==> src/rtl/ms_duration_timer.sv <==
// -----------------------------------------------------------------------------
// ms_duration_timer
//
// Millisecond countdown timer driven by the 1 ms tick from the LFSR timebase.
// A start request loads a duration in ms; every tick then takes one off the
// count until it expires. Expiry raises a sticky done flag that stays up
// until it is acknowledged. The count can be paused, restarted or aborted.
// The braille trainer control FSMs use it for hold times, character gaps and
// answer timeouts.
//
// Ports:
//   clk        system clock, rising edge
//   rst        asynchronous reset, active low
//   tick       1 ms strobe, one clk cycle wide
//   start      single-cycle request: load duration and begin counting
//   duration   ms to count; sampled only on the start cycle
//   pause      level; while high the count is frozen and ticks are ignored
//   abort      single-cycle request: cancel and return to idle
//   ack        single-cycle clear of done
//   busy       high while counting or paused
//   done       high after expiry until ack, start or abort
//   remaining  ms left; frozen while paused; 0 when idle or done
//
// All outputs come straight from flops. No input reaches an output without
// passing through a register.
// -----------------------------------------------------------------------------
module ms_duration_timer #(
  parameter int WIDTH = 16
) (
  input  logic             clk,
  input  logic             rst,
  input  logic             tick,
  input  logic             start,
  input  logic [WIDTH-1:0] duration,
  input  logic             pause,
  input  logic             abort,
  input  logic             ack,
  output logic             busy,
  output logic             done,
  output logic [WIDTH-1:0] remaining
);

  typedef enum logic [1:0] {
    IDLE = 2'd0,
    RUN  = 2'd1,
    HOLD = 2'd2,
    DONE = 2'd3
  } state_e;

  state_e           state_q, state_d;
  logic [WIDTH-1:0] remaining_q, remaining_d;
  logic             busy_q, busy_d;
  logic             done_q, done_d;

  // Next-state logic. Priority: abort > start > ack/pause > tick.
  always_comb begin
    // NOTE: every signal written here gets a default first so that no path
    // leaves it unassigned, which would infer a latch.
    state_d     = state_q;
    remaining_d = remaining_q;

    if (abort) begin
      state_d     = IDLE;
      remaining_d = '0;
    end else if (start) begin
      // Restart is allowed from any state. A tick on the start cycle is not
      // counted, and a zero duration expires immediately without ever
      // showing busy.
      if (duration != '0) begin
        state_d     = RUN;
        remaining_d = duration;
      end else begin
        state_d     = DONE;
        remaining_d = '0;
      end
    end else begin
      unique case (state_q)
        IDLE: ;
        RUN: begin
          if (pause) begin
            // A tick arriving with pause is dropped.
            state_d = HOLD;
          end else if (tick) begin
            // Expire at 1 rather than 0 so the count never wraps.
            if (remaining_q == WIDTH'(1)) begin
              state_d     = DONE;
              remaining_d = '0;
            end else begin
              remaining_d = remaining_q - WIDTH'(1);
            end
          end
        end
        HOLD: begin
          // A tick coincident with leaving HOLD is ignored as well.
          if (!pause) state_d = RUN;
        end
        DONE: begin
          if (ack) state_d = IDLE;
        end
        default: begin
          state_d     = IDLE;
          remaining_d = '0;
        end
      endcase
    end

    // Flags decoded from the next state, so busy falls and done rises on the
    // same edge.
    busy_d = (state_d == RUN) || (state_d == HOLD);
    done_d = (state_d == DONE);
  end

  always_ff @(posedge clk or negedge rst) begin
    // NOTE: sequential state uses non-blocking assignments so every flop
    // samples the values from before the edge, independent of statement order.
    if (!rst) begin
      state_q     <= IDLE;
      remaining_q <= '0;
      busy_q      <= 1'b0;
      done_q      <= 1'b0;
    end else begin
      state_q     <= state_d;
      remaining_q <= remaining_d;
      busy_q      <= busy_d;
      done_q      <= done_d;
    end
  end

  assign busy      = busy_q;
  assign done      = done_q;
  assign remaining = remaining_q;

endmodule

==> config.mk <==
export PLATFORM = sky130hd
export DESIGN_NAME = ms_duration_timer
export DESIGN_NICKNAME = d
export VERILOG_FILES = /design/src/rtl/ms_duration_timer.sv
export SDC_FILE = /design/constraint.sdc
export NUM_CORES = 1
export LEC_CHECK = 0
export ABC_AREA = 1
export ABC_CLOCK_PERIOD_IN_PS = 2800
export CAP_MARGIN = 20
export CORE_AREA = 2 2 51 76
export DETAILED_ROUTE_END_ITERATION = 10
export DIE_AREA = 0 0 53 78
export PLACE_DENSITY_LB_ADDON = 0.12
export SETUP_SLACK_MARGIN = 0.05
export SYNTH_ARGS = -nofsm -noshare
export SYNTH_HDL_FRONTEND = slang
export SYNTH_SLANG_ARGS = --single-unit
==> constraint.sdc <==
create_clock -name clk -period 2.8 [get_ports clk]
set_input_delay 0.7 -clock clk [delete_from_list [all_inputs] [get_ports clk]]
set_output_delay 0.7 -clock clk [all_outputs]
set_load 0.02 [all_outputs]
### Word level (Yosys, flattened, before mapping)

Index checks and enable logic that the tools add are counted.

| storage, ports and cells | value |
|---|---|
| memories | 0 |
| register bits | 20 |
| memory bits (read-only) | 0 |
| logic and storage cells | 34 |
| RAM bits | 0 |
| bits in latches | 0 |

| operators by class | value |
|---|---|
| magnitude comparators | 0 |
| eq/ne operators | 8 |
| muxes and demuxes | 16 |
| $add $sub $neg | 1 |
| bitwise gates (word level) | 0 |
| reduce and logical (&&, ||, !) cells | 5 |
| multipliers | 0 |
| shift operators | 0 |
| div/mod/pow operators | 0 |

Operators by type and width:

| cell | number |
|---|---|
| 16-bit 2-to-1 mux | 7 |
| 16-bit by 1-bit equality test with 1-bit output, second input constant | 1 |
| 2-bit 2-to-1 mux | 8 |
| 16-bit nonzero test | 1 |
| 16-bit by 1-bit subtractor with 16-bit output, second input constant | 1 |
| 2-bit equality test, second input constant | 4 |
| 2-bit one-hot mux with 3 select lines | 1 |
| 3-bit nonzero test | 2 |
| 2-bit by 1-bit equality test with 1-bit output, second input constant | 2 |
| 3-bit by 2-bit != test with 1-bit output, second input constant | 1 |
| 3-bit AND reduction | 1 |
| 1-bit logical OR | 1 |

### Longest topological paths before layout

Gate-level depths: netlist of run 1.

| logic depth | value |
|---|---|
| depth after elaboration | 9 |
| mapped depth | 10 |

### Worst setup path after synthesis of run 1

OpenSTA, ideal clock, no wires.

| timing path | value |
|---|---|
| path kind | input to register |
| start | input port start |
| end | register busy_q (netlist: busy) |
| library setup time | 126 ps |
| stages | 7 |
| data arrival time | 1670 ps |
| setup slack | 1004 ps |
| path buffers | 3 |
| cells stage by stage | buf_2 > inv_2 > buf_2 > buf_4 > nand2_1 > a21oi_1 > ha_1 |

| between the ends | value |
|---|---|
| longest elaborated chain between the ends | 4 |
| elaborated cells between the ends (all ways) | 5 |
| those cells by class | eq/ne (2); mux (2); reduce/logical (1) |

RTL lines:

| item | line | RTL |
|---|---|---|
| start, declared | 33 | `input logic start,` |
| 2-bit 2-to-1 mux * | 65 | `end else if (start) begin` |
| 2-bit 2-to-1 mux * | 62 | `if (abort) begin` |
| via state_d[1] | 50 | `state_e state_q, state_d;` |
| 2-bit by 1-bit equality test with 1-bit output or 2-bit equality test (tied branches) | 109 | `busy_d = (state_d == RUN) \|\| (state_d == HOLD);` |
| 1-bit logical OR * | 109 |  |
| via busy_d | 52 | `logic busy_q, busy_d;` |
| end signal, assigned | 124 | `busy_q <= busy_d;` |
| end, declared | 52 |  |

The timed path passes the listed nets; every way through them passes the cells marked *.
A chain may end at the register's enable or synchronous reset.

### Worst setup path in the final report of run 1

| timing path | value |
|---|---|
| start | register remaining_q[5] (netlist: remaining[5]) |
| end | output port remaining[5] |

RTL lines:

| item | line | RTL |
|---|---|---|
| start, declared | 51 | `logic [WIDTH-1:0] remaining_q, remaining_d;` |
| start signal, assigned | 123 | `remaining_q <= remaining_d;` |
| end, declared | 40 | `output logic [WIDTH-1:0] remaining` |

No word-level cell between the ends.

==> metrics.csv, run 1 <==
stage;metric;value;unit
yosys;synth_top_flop_cell;dfrtp_1;
global_routing;antenna_found_initial;0;
flow_run;cap_viol_max_count;0;
yosys;synth-edff-count;0;
yosys;synth-simple-area-share;51.2;%
worst_setup_path;critPathMaxStageDelay;0.66;ns
sta;max_freq;473;MHz
yosys;synth_seq_cells;20;
layout;n_antenna_cell;0;
placement;place_congestion;0.825;
sta;rsz0062_at_grt;no;
yosys;yosys_warnings;0;
cts;cts_buffer_depth;2;
yosys;synth_xor_area_share;1.05;%
cts;postCtsSetupRepairBufs;0;
yosys;yosysTopAreaCellShare;30.1;%
status;outcome;completed;
yosys;synth_compound_gate_area_share;5.12;%
yosys;synth_fa_ha_area_share;2.26;%
worst_setup_path;arrival;1.42;ns
placement;hpwl;3260;µm
routing;drc;0;
routing;first_pass_iters;4;
worst_setup_path;crit_buf_inv;1;
worst_setup_path;cpMaxStageDelayCell;clkdlybuf4s50_1;
yosys;synth_nets;288;
die;die_h;78;µm
placement;post_dp_cell_area;2080;µm²
sta;hold_viol;0;
cts;cts_inserted_buffers;3;
global_routing;grtUsageMet2;41.8;%
sta;fin_skew;0.00186;ns
cts;cts-resized-gates;0;
yosys;synth-async-reset-ratio;100;%
power;p_leak;1.09;nW
worst_setup_path;path_cells;clkdlybuf4s50_1;
yosys;synth_commonest_cells;nand2_1 (93), nor2_1 (39), inv_1 (27), nand3_1 (23), dfrtp_1 (20);
sta;worst_pin_slew;0.424;ns
power;max-vdd-ir-drop;0.000360;V
die;num_rows;26;
sta;finalCritPeriodShare;75.6;%
worst_setup_path;startpoint_type;flip-flop;
routing;num_vias;1713;
global_routing;use_met3;1.92;%
sta;setup_viol;0;
cts;cts.htree.levels;1;
global_routing;globalRouteTotalUtil;22.9;%
sta;fin_crit;2.12;ns
global_routing;grt_overflow;0;
worst_setup_path;critPathKind;reg -> out;
sta;finalSetupTns;0;ns
worst_setup_path;crit_fanout;6;
routing;routedWlPerCell;12.2;µm
yosys;ys_seq_area_share;30.1;%
global_routing;grt_pass1_vias;1600;
die;die_area;4130;µm²
layout;final_layout_size_suffix_gt1_share;10.3;%
yosys;synth.distinct_cells;26;
global_routing;grt_pass1_wl;7090;µm
routing;via_per_inst;5.01;
placement;port_buffers;40;
worst_setup_path;cp_top_family;buffers and inverters;
power;powerDensity;452;nW/µm²
sta;final_max_slew_viol_count;0;
die;dieWidth;53;µm
cts;cts_tree;built;
yosys;synth_area;1660;µm²
yosys;synth_cells;262;
yosys;synth_area_leaders;dfrtp_1 (30%), nand2_1 (21%), nor2_1 (8.8%);
global_routing;met1_usage;25.9;%
die;coreArea;3420;µm²
routing;totalWireLength;4180;µm
yosys;yosysTopAreaCell;dfrtp_1;
min_path;min-delay-path-class;reg -> reg;
worst_setup_path;endpoint_kind;primary output;
sta;max_slew_margin;71.7;%
routing;drt_iter0_drc;33;
layout;final_area;2120;µm²
cts;clk_pin_slew;0.07;ns
global_routing;grt_start_max_net_pins;29;
global_routing;busiest_layer;met2;
yosys;yosysMostFrequentCell;nand2_1;
layout;area_growth;27.6;%
die;start_util;48.7;%
cts;ctsHoldBuffers;0;
yosys;muxShareOfSynthArea;0;%
layout;nNetsFinal;328;
routing;antenna_left;0;
cts;clk_latency;0.27;ns
cts;clock-sinks;20;
die;io_pins;41;
yosys;synth_top_family_by_area;simple AND/OR/NAND/NOR gates;
yosys;synth_area_per_cell;6.35;µm²
cts;clock-root-buffer;clkbuf_8;
worst_setup_path;worstPathRequired;2.10;ns
[power breakdown]
| part | switching (W) | internal [W] | leakage (nW) | total (W) |
|---|---|---|---|---|
| Clock | 0.000101 | 0.0000963 | 0.0216 | 0.000197 |
| Combinational | 0.000229 | 0.000169 | 0.806 | 0.000398 |
| Sequential | 0.0000465 | 0.000317 | 0.260 | 0.000364 |
[sequential cells by signal (all words and copies together) (netlist names)]
name	cells
busy	1
done	1
state_q	2
remaining	16
[layout by cell type (no fill, tap or decap)]
master / synthesis / layout
nand2_1: 93 / 93
clkdlybuf4s50_1: 0 / 40
nor2_1: 39 / 39
inv_1: 27 / 27
nand3_1: 23 / 23
dfrtp_1: 20 / 20
nand3_2: 10 / 10
inv_2: 4 / 4
nor2_4: 4 / 4
a21oi_1: 4 / 4
o21bai_1: 4 / 4
o21ai_1: 4 / 4
nand4_1: 3 / 3
nor2_2: 3 / 3
nand2_2: 3 / 3
ha_1: 3 / 3
clkbuf_8: 0 / 3
or2_1: 2 / 2
nor3_1: 2 / 2
xor2_1: 2 / 2
buf_4: 1 / 2
a31oi_1: 1 / 1
clkinv_1: 1 / 1
nand2_4: 1 / 1
o2111ai_1: 1 / 1
or2_2: 1 / 1
[area by class of cell]
type,instances,area [µm²]
Timing Repair Buffer,42,415
Inverter,32,120
Multi-Input combinational cell,203,992
Sequential cell,20,500
Fill cell,358,1290
Tap cell,42,52.6
Clock buffer,3,41.3
[per-stage QoR]
stage	hold WS, ns	std cells	power [W]	utilization [%]	setup WS (ns)
after floorplan	0.404	262	0.000624	-	1.00
after global placement	0.542	339	0.000767	60.9	0.499
after detailed placement	0.564	339	0.000770	60.9	0.432
after CTS	0.583	342	0.000965	62.1	0.688
after global routing	0.641	342	0.00103	62.1	0.541
final	0.580	342	0.000959	62.1	0.684
[logic make-up after synthesis]
logic type / Yosys count
buffers and inverters: 39
DFF: 20
xor gates and xnor gates: 2
adders and majority gates: 3
AOI/OAI and AO/OA: 14
and+or+nand+nor: 184
[layer usage]
layer,routed length (µm),part of all wire (%)
met1,1650,39
met2,2270,54
met3,166,4.0
met4,90,2.2
met5,0,0
[final timing paths]
check	slack [ns]	end	cells after the start	start
worst max register to register	1.08	busy$_DFF_PN0_	8	remaining[6]$_DFFE_PN0P_
worst min register to register	0.58	remaining[15]$_DFFE_PN0P_	2	remaining[15]$_DFFE_PN0P_
worst max-delay path	0.68	remaining[5]	1	remaining[5]$_DFFE_PN0P_
min in group asynchronous	0.77	remaining[1]$_DFFE_PN0P_	2	rst
max in group asynchronous	1.82	remaining[8]$_DFFE_PN0P_	2	rst
worst min-delay path	0.58	remaining[15]$_DFFE_PN0P_	2	remaining[15]$_DFFE_PN0P_
Power figures use the tool's default switching activity.
==> run 2, diff against run 1 <==
- ABC_CLOCK_PERIOD_IN_PS: 2800 -> 1900
- CORE_AREA: 2 2 51 76 -> 2 2 53 80
- DIE_AREA: 0 0 53 78 -> 0 0 55 82
- clock period: 2.8 -> 1.9 ns (I/O delays scaled with it)
==> run 2 against run 1 <==
Non-clock buffer count is 10 higher. Utilization is 4.4 points lower. Sequential share of layout area is 1.1 points lower. Register-to-register slack worse by 0.89 ns. Cell area is 4.9% higher. Total power is 54% higher. Hold slack worse by 0.033 ns. Die area is 9.1% higher. Sequential cell count stayed put. Highest routed layer unchanged.
==> metrics.csv, run 2 (same netlist as run 1, synthesis figures left out) <==
stage;metric;value;unit;change
status;outcome;completed;;unchanged
routing;drc;0;;unchanged
power;max-vdd-ir-drop;0.000419;V;was 0.000360 V
power;powerDensity;663;nW/µm²;was 452 nW/µm²
global_routing;globalRouteTotalUtil;22.9;%;about the same
layout;final_cells;356;;was 342
global_routing;grt_start_max_net_pins;21;;was 29
routing;first_pass_iters;4;;unchanged
die;die_h;82;µm;was 78 µm
routing;routedWlPerCell;12.4;µm;was 12.2 µm
cts;clock-root-buffer;clkbuf_8;;unchanged
layout;area_growth;33.9;%;was 27.6%
worst_setup_path;critPathKind;reg -> out;;unchanged
sta;setup_viol;0;;unchanged
power;internal-power;0.000904;W;was 0.000582 W
die;die_area;4510;µm²;was 4130 µm²
cts;ctsHoldBuffers;0;;unchanged
sta;worst_pin_slew;0.368;ns;was 0.424 ns
global_routing;grt_pass1_wl;7500;µm;was 7090 µm
sta;rsz0062_at_grt;no;;unchanged
sta;final_max_slew_viol_count;0;;unchanged
layout;final_common_cell;nand2_1;;unchanged
routing;drt_iter0_drc;27;;was 33
worst_setup_path;cp_top_family;buffers and inverters;;unchanged
worst_setup_path;cpMaxStageDelayCell;clkdlybuf4s50_1;;unchanged
worst_setup_path;arrival;1.31;ns;was 1.42 ns
flow_run;cap_viol_max_count;0;;unchanged
worst_setup_path;crit_buf_inv;1;;unchanged
placement;dp.cells;352;;was 339
sta;finalCritPeriodShare;93.8;%;
worst_setup_path;critPathMaxStageDelay;0.62;ns;was 0.66 ns
worst_setup_path;crit_fanout;5;;was 6
cts;clk_latency;0.27;ns;about the same
placement;hpwl;3440;µm;was 3260 µm
power;netSwitchingFraction;38.7;%;was 39.3%
power;clkPwrFrac;23.3;%;was 20.6%
die;dieWidth;55;µm;was 53 µm
power;p_sw;0.000571;W;was 0.000377 W
die;start_util;43.1;%;was 48.7%
cts;cts_inserted_buffers;3;;unchanged
cts;clock-sinks;20;;unchanged
worst_setup_path;worstPathRequired;1.42;ns;was 2.10 ns
sta;max_slew_margin;75.4;%;was 71.7%
power;total_power;0.00148;W;was 0.000959 W
die;io_pins;41;;unchanged
layout;largest_reg_flops;16;;unchanged
die;num_rows;28;;was 26
power;seq_power_share;36.1;%;was 37.9%
routing;num_vias;1759;;was 1713
routing;antenna_left;0;;unchanged
worst_setup_path;path_cells;clkdlybuf4s50_1;;unchanged
routing;totalWireLength;4430;µm;was 4180 µm
sta;hold_viol;0;;unchanged
placement;port_buffers;40;;unchanged
power;p_leak;1.26;nW;was 1.09 nW
global_routing;antenna_found_initial;0;;unchanged
min_path;min-delay-path-class;in -> async;;was reg -> reg
layout;n_antenna_cell;0;;unchanged
cts;clk_pin_slew;0.08;ns;was 0.07 ns
worst_setup_path;startpoint_type;flip-flop;;unchanged
global_routing;grt_pass1_vias;1724;;was 1600
cts;cts_tree;built;;unchanged
routing;via_per_inst;4.94;;was 5.01
layout;final_cell_mix;nand2_1 (93), nor2_1 (39), clkdlybuf4s50_1 (28), inv_1 (27), nand3_1 (23);;was nand2_1 (93), clkdlybuf4s50_1 (40), nor2_1 (39), inv_1 (27), nand3_1 (23)
placement;place_congestion;0.838;;was 0.825
worst_setup_path;endpoint_kind;primary output;;unchanged
layout;final_layout_size_suffix_gt1_share;13.5;%;was 10.3%
sta;fin_skew;0.00278;ns;was 0.00186 ns
sta;fin_crit;1.78;ns;
cts;cts.htree.levels;1;;unchanged
layout;nNetsFinal;338;;was 328
global_routing;grt_overflow;0;;unchanged
cts;cts_buffer_depth;2;;unchanged
power;power_frac_comb;40.6;%;was 41.5%
sta;max_freq;561;MHz;
die;coreArea;3850;µm²;was 3420 µm²
-- run 2: power by group through the flow --
| stage | sequential (W) | clock, W | combinational, W |
|---|---|---|---|
| 6_report | 0.000532 | 0.000344 | 0.000600 |
| 5_1_grt | 0.000541 | 0.000365 | 0.000682 |
| 4_1_cts | 0.000534 | 0.000347 | 0.000607 |
| 3_5_place_dp | 0.000542 | 0 | 0.000612 |
| 3_3_place_gp | 0.000541 | 0 | 0.000608 |
| 2_1_floorplan | 0.000578 | 0 | 0.000341 |
-- run 2: layout make-up --
cell class | instances | area [µm²]
multi-input cells | 203 | 992
inverters | 32 | 120
fillers | 410 | 1630
flip-flops and latches | 20 | 500
well taps | 45 | 56.3
clock buffers | 4 | 55.1
repair buffers | 52 | 502
-- run 2: worst paths after layout --
check | slack, ns | start | to | depth (start not counted)
worst max register to register | 0.19 | remaining[6]$_DFFE_PN0P_ | busy$_DFF_PN0_ | 8
min in group clk | 0.58 | remaining[15]$_DFFE_PN0P_ | remaining[15]$_DFFE_PN0P_ | 2
worst min register to register | 0.58 | remaining[15]$_DFFE_PN0P_ | remaining[15]$_DFFE_PN0P_ | 2
worst min-delay path | 0.55 | rst | remaining[15]$_DFFE_PN0P_ | 2
max in group asynchronous | 1.12 | rst | remaining[11]$_DFFE_PN0P_ | 2
worst max-delay path | 0.12 | remaining[15]$_DFFE_PN0P_ | remaining[15] | 1
-- run 2: timing repair --
| action | CTS | global route |
|---|---|---|
| hold endpoints to repair | 0 | 0 |
| resized for setup | 5 | 7 |
| endpoints found under the setup margin | 5 | 7 |
| setup buffers | 0 | 0 |
-- run 2: routing by layer --
metal	share of wire (%)	global-route usage, %	routed length [µm]	vias to the layer above
met4	3.1	10.0	138	0
li1	-	-	-	910
met3	3.9	2.73	174	15
met5	0	0	0	-
met1	39	25.1	1740	792
met2	54	42.1	2370	42
-- run 2: through the flow --
step | cell area [µm²] | worst slack [ns] | TNS (ns) | utilization (%) | hold slack (ns)
3_5_place_dp | 2160 | -0.122 | -0.407 | 56.0 | 0.562
2_1_floorplan | 1660 | 0.311 | 0 | - | 0.179
6_report | 2230 | 0.117 | 0 | 57.8 | 0.548
4_1_cts | 2210 | 0.0556 | 0 | 57.3 | 0.560
5_1_grt | 2230 | 0.0578 | 0 | 57.8 | 0.598
3_3_place_gp | 2160 | -0.0969 | -0.107 | 56.0 | 0.548
